==> config.mk <==
export PLATFORM = sky130hd
export DESIGN_NAME = stack_port_arbiter
export DESIGN_NICKNAME = d
export VERILOG_FILES = /design/src/rtl/stack_port_arbiter.sv
export SDC_FILE = /design/constraint.sdc
export NUM_CORES = 1
export LEC_CHECK = 0
export ABC_AREA = 1
export ABC_CLOCK_PERIOD_IN_PS = 4800
export CAP_MARGIN = 20
export CORE_ASPECT_RATIO = 1.25
export CORE_UTILIZATION = 33
export DETAILED_ROUTE_END_ITERATION = 6
export GPL_TIMING_DRIVEN = 0
export HOLD_SLACK_MARGIN = 0.15
export PLACE_DENSITY = 0.73
export SLEW_MARGIN = 20
export SYNTH_ARGS = -nofsm -noshare
export SYNTH_HDL_FRONTEND = slang
export SYNTH_SLANG_ARGS = --single-unit
==> constraint.sdc <==
create_clock -name clk -period 4.8 [get_ports clk]
set_input_delay 1.44 -clock clk [delete_from_list [all_inputs] [get_ports clk]]
set_output_delay 1.44 -clock clk [all_outputs]
set_load 0.1 [all_outputs]
==> src/rtl/stack_port_arbiter.sv <==
// Control and round-robin arbitration for a four-port signed stack node.
// Drives an external LIFO through push/pop strobes and tracks its occupancy.
module stack_port_arbiter #(
   parameter int WIDTH = 12,
   parameter int DEPTH = 15,
   parameter int CLAMP = 999
) (
   input  logic             clk,
   input  logic             reset,
   input  logic [WIDTH-1:0] up,
   input  logic [WIDTH-1:0] down,
   input  logic [WIDTH-1:0] left,
   input  logic [WIDTH-1:0] right,
   input  logic [3:0]       dataReady,
   output logic [3:0]       ackRead,
   output logic [3:0]       requestWrite,
   input  logic [3:0]       ackWrite,
   output logic [3:0]       popGrant,
   output logic [WIDTH-1:0] topOut,
   input  logic [WIDTH-1:0] topData,
   output logic             pushEn,
   output logic [WIDTH-1:0] pushData,
   output logic             popEn,
   output logic [3:0]       count,
   output logic             full,
   output logic             empty
);

   typedef enum logic [1:0] {IDLE, PUSH, POP} state_e;
   typedef enum logic {OP_PUSH, OP_POP} op_e;

   localparam logic [3:0]              DEPTH_C = 4'(DEPTH);
   localparam logic signed [WIDTH-1:0] MAX_V   = WIDTH'(CLAMP);
   localparam logic signed [WIDTH-1:0] MIN_V   = -MAX_V;

   state_e           state;
   op_e              last_op;
   logic [1:0]       push_ptr;
   logic [1:0]       pop_ptr;
   logic [WIDTH-1:0] port_data [4];
   logic [3:0]       pop_req;
   logic             push_cand;
   logic             pop_cand;
   logic             take_push;
   logic [1:0]       push_g;
   logic [1:0]       pop_g;

   // First requester strictly after ptr, wrapping; the loop runs downwards so
   // the nearest candidate is the last assignment and wins.
   function automatic logic [1:0] rr_pick(input logic [1:0] ptr, input logic [3:0] req);
      logic [1:0] idx;
      rr_pick = ptr;
      for (int i = 4; i >= 1; i--) begin
         idx = ptr + 2'(i);
         if (req[idx]) rr_pick = idx;
      end
   endfunction

   function automatic logic [WIDTH-1:0] saturate(input logic signed [WIDTH-1:0] v);
      if (v > MAX_V)      saturate = MAX_V;
      else if (v < MIN_V) saturate = MIN_V;
      else                saturate = v;
   endfunction

   assign full         = (count == DEPTH_C);
   assign empty        = (count == 4'd0);
   assign requestWrite = {4{(state == IDLE) && !empty}};
   assign topOut       = topData;

   always_comb begin
      port_data[0] = up;
      port_data[1] = down;
      port_data[2] = left;
      port_data[3] = right;
   end

   // NOTE: every signal in this block is assigned unconditionally, so no latch
   // is inferred; gating by state happens in the sequential block.
   always_comb begin
      pop_req   = ackWrite & requestWrite;
      push_cand = (|dataReady) && !full;
      pop_cand  = |pop_req;
      take_push = push_cand && (!pop_cand || (last_op == OP_POP));
      push_g    = rr_pick(push_ptr, dataReady);
      pop_g     = rr_pick(pop_ptr, pop_req);
   end

   always_ff @(posedge clk or posedge reset) begin
      if (reset) begin
         state    <= IDLE;
         last_op  <= OP_POP;
         push_ptr <= 2'd3;
         pop_ptr  <= 2'd3;
         count    <= 4'd0;
         ackRead  <= 4'd0;
         popGrant <= 4'd0;
         pushEn   <= 1'b0;
         popEn    <= 1'b0;
         pushData <= '0;
      end else begin
         // NOTE: pulses default low here; a later non-blocking assignment in the
         // same edge overrides it, giving exactly one-cycle strobes.
         ackRead  <= 4'd0;
         popGrant <= 4'd0;
         pushEn   <= 1'b0;
         popEn    <= 1'b0;
         case (state)
            IDLE: begin
               if (take_push) begin
                  state    <= PUSH;
                  push_ptr <= push_g;
                  pushData <= saturate(port_data[push_g]);
                  pushEn   <= 1'b1;
                  ackRead  <= 4'b0001 << push_g;
                  if (pop_cand) last_op <= OP_PUSH;
               end else if (pop_cand) begin
                  state    <= POP;
                  pop_ptr  <= pop_g;
                  popEn    <= 1'b1;
                  popGrant <= 4'b0001 << pop_g;
                  if (push_cand) last_op <= OP_POP;
               end
            end
            PUSH: begin
               state <= IDLE;
               if (count != DEPTH_C) count <= count + 4'd1;
            end
            POP: begin
               state <= IDLE;
               if (count != 4'd0) count <= count - 4'd1;
            end
            default: state <= IDLE;
         endcase
      end
   end

   a_strobe_excl: assert property (@(posedge clk) disable iff (reset) !(pushEn && popEn));
   a_ack_onehot:  assert property (@(posedge clk) disable iff (reset) $onehot0(ackRead | popGrant));
   a_count_range: assert property (@(posedge clk) disable iff (reset) count <= DEPTH_C);

endmodule

# == Yosys cells after proc, flatten, opt, wreduce, memory -nomap -nowiden ==
# Index checks and enable logic that the tools add are counted.
# word_totals
regBits,33
in_bits,70
elab_cells,100
# classes
n_addsub,8
magnitude_cmp,9
eq_ne,7
n_shift,2
mux,43
bitwise_logic,3
n_reduce_logical,18
# op_table
op,count
2-to-1 mux 12 bit,4
2-to-1 mux 4 bit,7
binary-select mux 12 bit (select 2 bit),1
less-than comparator 2 x 3 -> 1 bit (second input constant),6
2-to-1 mux 2 bit,9
2-to-1 mux 1 bit,15
binary-select mux 1 bit (select 2 bit),6
greater-than comparator 12 x 11 -> 1 bit (second input constant),1
less-than comparator 12 x 11 -> 1 bit (second input constant),1
AND reduction 3 bit,3
adder 2 bit (second input constant),4
case mux 4 bit (2 select lines),1
OR reduction 4 bit,2
<< shifter 1 x 2 -> 4 bit (first input constant),2
adder 2 x 1 -> 2 bit (second input constant),2
adder 4 x 1 -> 4 bit (second input constant),1
bitwise AND 4 bit,1
equality test 4 bit (second input constant),1
logical NOT 4 bit,1
inequality test 2 bit (second input constant),2
inequality test 4 bit (second input constant),1
nonzero test 2 bit,2
nonzero test 4 bit,1
subtractor 4 x 1 -> 4 bit (second input constant),1
11 further kinds,15

# == Depth between registers and ports, before layout ==
# logic_depth
depth_word,13
mapped_depth,24

# == Worst setup path after synthesis ==
# Ideal clock, no wire load.
# synth_path
kind,flip-flop to output port
startpoint,register count[1]
endpoint,output port full
t_arrival_ns,4.171
required_time_ns,3.360
setup_slack_ns,-0.811
path_stages_with_launch,3
n_path_buf,0
path_cell_list,dfrtp_1 > inv_1 > nor4_1
# synth_via
elab_chain_len,1
# synth_rtl
element,line_no,text
start: declaration,24,"output logic [3:0] count,"
start signal: assignment,126,if (count != DEPTH_C) count <= count + 4'd1;
start signal: assignment,130,if (count != 4'd0) count <= count - 4'd1;
equality test 4 bit,65,assign full = (count == DEPTH_C);
end: declaration,25,"output logic full,"
# No other way between the ends.

# == Final worst setup path ==
# layout_path
startpoint,input port topData[9]
endpoint,output port topOut[9]
# layout_rtl
element,line_no,text
start: declaration,20,"input logic [WIDTH-1:0] topData,"
end: declaration,19,"output logic [WIDTH-1:0] topOut,"
# No word-level cell between the ends.

==> metrics.md <==
| Metric | Value |
|---|---|
| Commonest non-fill, non-tap cell in the layout | `nand2_1` |
| Die height | `101 um` |
| Max Cap Viol | `0` |
| Layout cells sized above 1 | `0.136` |
| Setup Crit Path Kind | `in -> out` |
| Most frequent cells in the layout | `nand2_1, clkdlybuf4s50_1, inv_1, nand3_1, nor2_1` |
| Seq cells post-synth | `33` |
| Routed wl met2 | `3.30 mm` |
| Slew Viols, Final | `0` |
| Clk_skew | `0.00515 ns` |
| Final worst path period share | `0.851` |
| Synth cell types | `32` |
| Highest routed layer | `met4` |
| Req. time, crit path | `3.36 ns` |
| Post-DP HPWL | `5.42 mm` |
| Mapped Cells | `398` |
| TritonCTS clock tree | `done` |
| HP Class | `reg -> reg` |
| Drc violations | `0` |
| Final Hold Fails | `0` |
| Setup violators final | `0` |
| Num ports | `114` |
| Via total after detailed routing | `2,754` |
| CP delay by family, top | `buffers and inverters` |
| CP Max Fanout | `1` |
| Top FF cell, synth | `dfrtp_1` |
| Final nets | `579` |
| DRT iter0 DRCs | `39` |
| Met1 wire length | `2.62 mm` |
| CP Capture Type | `output port` |
| Largest net degree at the start of global routing | `34` |
| Synthesis Warnings | `0` |
| Layout area overhead | `47.3%` |
| Die X | `81.1 um` |
| Register area share after synthesis | `0.322` |
| Slew @ Worst Pin | `1.01 ns` |
| Initial antenna violation count | `0` |
| Initial Util | `0.345` |
| CTS sink count | `33` |
| Total congestion overflow | `0` |
| Post-Syn Area | `0.00258 mm2` |
| Reg clk slew, reported paths | `0.07 ns` |
| Number of synthesized flops with an enable pin | `0` |
| Aggregate routed wire length | `6.46 mm` |
| Final setup TNS | `0 ns` |
| Clk_lat worst skew | `0.29 ns` |
| IO Port Bufs | `101` |
| Asr flop ratio synth | `1.00` |
| Relative slew slack | `0.327` |
| Post-Place Worst Slack | `0.709 ns` |
| Drt via density | `4.60` |
| GP Congestion | `0.884` |
| Wire per inst | `10.8 um` |
| Slowest cell delay on critical path | `1.12 ns` |
| Met3 Routed Length | `476 um` |
| Placement Rows | `35` |
| Vias in the first global route | `2,670` |
| CTS root buf | `clkbuf_8` |
| Clock tree buffer depth | `2` |
| Final WS setup | `0.714 ns` |
| Crit-path slowest cell | `clkdlybuf4s50_1` |
| Fmax | `245 MHz` |
| Synth Area per Inst | `6.49 um2` |
| Total track usage | `0.168` |
| Post-CTS sizing | `0` |
| Num CTS Buffers | `5` |
| Die area | `0.00818 mm2` |
| H-tree levels | `2` |
| Diodes inserted | `0` |
| Post-CTS Setup Repair Bufs | `0` |
| Worst Setup Start Kind | `primary input` |
| First-pass GRT wire length | `11.0 mm` |
| Core Region | `0.00749 mm2` |
| Worst Path Arrival | `2.65 ns` |
| Synthesized Nets | `471` |
| Fin crit period | `4.09 ns` |
| Status | `finished clean` |
| Worst Path Buf+Inv | `2` |
| RSZ-0062 raised after global routing | `false` |
| CP cell instances | `buf_4, clkdlybuf4s50_1` |
| Hold bufs inserted after CTS | `0` |
| Pre-antenna DRT Iters | `4` |
| Post-route ant nets | `0` |
layout make-up:
type | instances | area [um2]
fill | 745 | 3690
multi-input combinational | 280 | 1340
timing repair buffer | 101 | 1010
sequential | 33 | 832
inverter | 59 | 224
buffer | 26 | 191
tap | 92 | 115
clock buffer | 5 | 68.8
clock inverter | 3 | 17.5
cell usage after synthesis, types with 2 or more instances:
master	count	area, um2
a211oi_1	2	15.0
a21oi_1	9	45.0
buf_2	6	30.0
buf_4	17	128
buf_6	3	33.8
dfrtp_1	28	701
dfstp_2	5	131
ha_1	2	25.0
inv_1	52	195
inv_2	6	22.5
nand2_1	138	518
nand2_2	9	56.3
nand2_4	3	33.8
nand3_1	51	255
nand3_2	2	20.0
nand3b_1	6	45.0
nor2_1	30	113
o21ai_0	11	55.1
o21ai_1	3	15.0
or2_2	2	12.5
xor2_1	2	17.5
state kept, by name, indices dropped and copies added (netlist names):
signal / cells
pushData: 12
ackRead: 4
count: 4
popGrant: 4
pop_ptr: 2
push_ptr: 2
state: 2
last_op: 1
popEn: 1
pushEn: 1
per-layer routing:
layer / track usage / vias to the layer above
li1: - / 1430
met5: 0 / -
met4: 0.0453 / 0
met2: 0.317 / 104
met1: 0.183 / 1212
met3: 0.0371 / 8
worst reg2reg max path: stages (launching register included):
cell     delay, ns
dfstp_2       0.53
buf_6         0.13
inv_4         0.06
nand2_2       0.06
nand2_2       0.08
nand2_4       0.09
nand2_2       0.06
inv_2         0.08
nand2_2       0.07
o21ai_4       0.26
inv_2         0.11
buf_6         0.16
nand3_1       0.08
nand2_1       0.09
nand3_1       0.09
nand2_1       0.05
nand2_1       0.06
nand2_1       0.08
nand2_4       0.12
nand3_1       0.10
nand2_1       0.07
inv_1         0.03
path summary, 6_finish.rpt:
check	slack, ns	end	from	depth (start not counted)
worst min register to register	0.47	pushData[11]	pushData[11]	2
min in group asynchronous	1.57	pushData[6]	reset	2
worst min-delay path	0.47	pushData[11]	pushData[11]	2
worst max-delay path	0.71	topOut[9]	topData[9]	2
max in group asynchronous	2.79	ackRead[2]	reset	2
worst max register to register	2.27	pushData[0]	push_ptr[0]	21
metrics by stage:
step / cells / util / instance area [um2] / hold slack [ns]
3_5_place_dp: 591 / 0.496 / 3720 / 0.458
3_3_place_gp: 591 / 0.496 / 3720 / 0.459
5_1_grt: 599 / 0.508 / 3800 / 0.491
2_1_floorplan: 398 / - / 2590 / 0.467
4_1_cts: 599 / 0.508 / 3800 / 0.477
6_report: 599 / 0.508 / 3800 / 0.472
kinds of logic (layout without fill, tap and decap cells):
family,Yosys count,count (layout),share of synthesized area
adders and majority gates,3,3,0.0174
and+or+nand+nor,246,246,0.426
buffers and inverters,85,194,0.161
DFF,33,33,0.322
xor gates and xnor gates,3,3,0.0102
AOI/OAI and AO/OA,28,28,0.0630
Power is left out: the tool's default activity adds up to more than one toggle a clock period on the data nets, which glitch-free logic cannot reach.
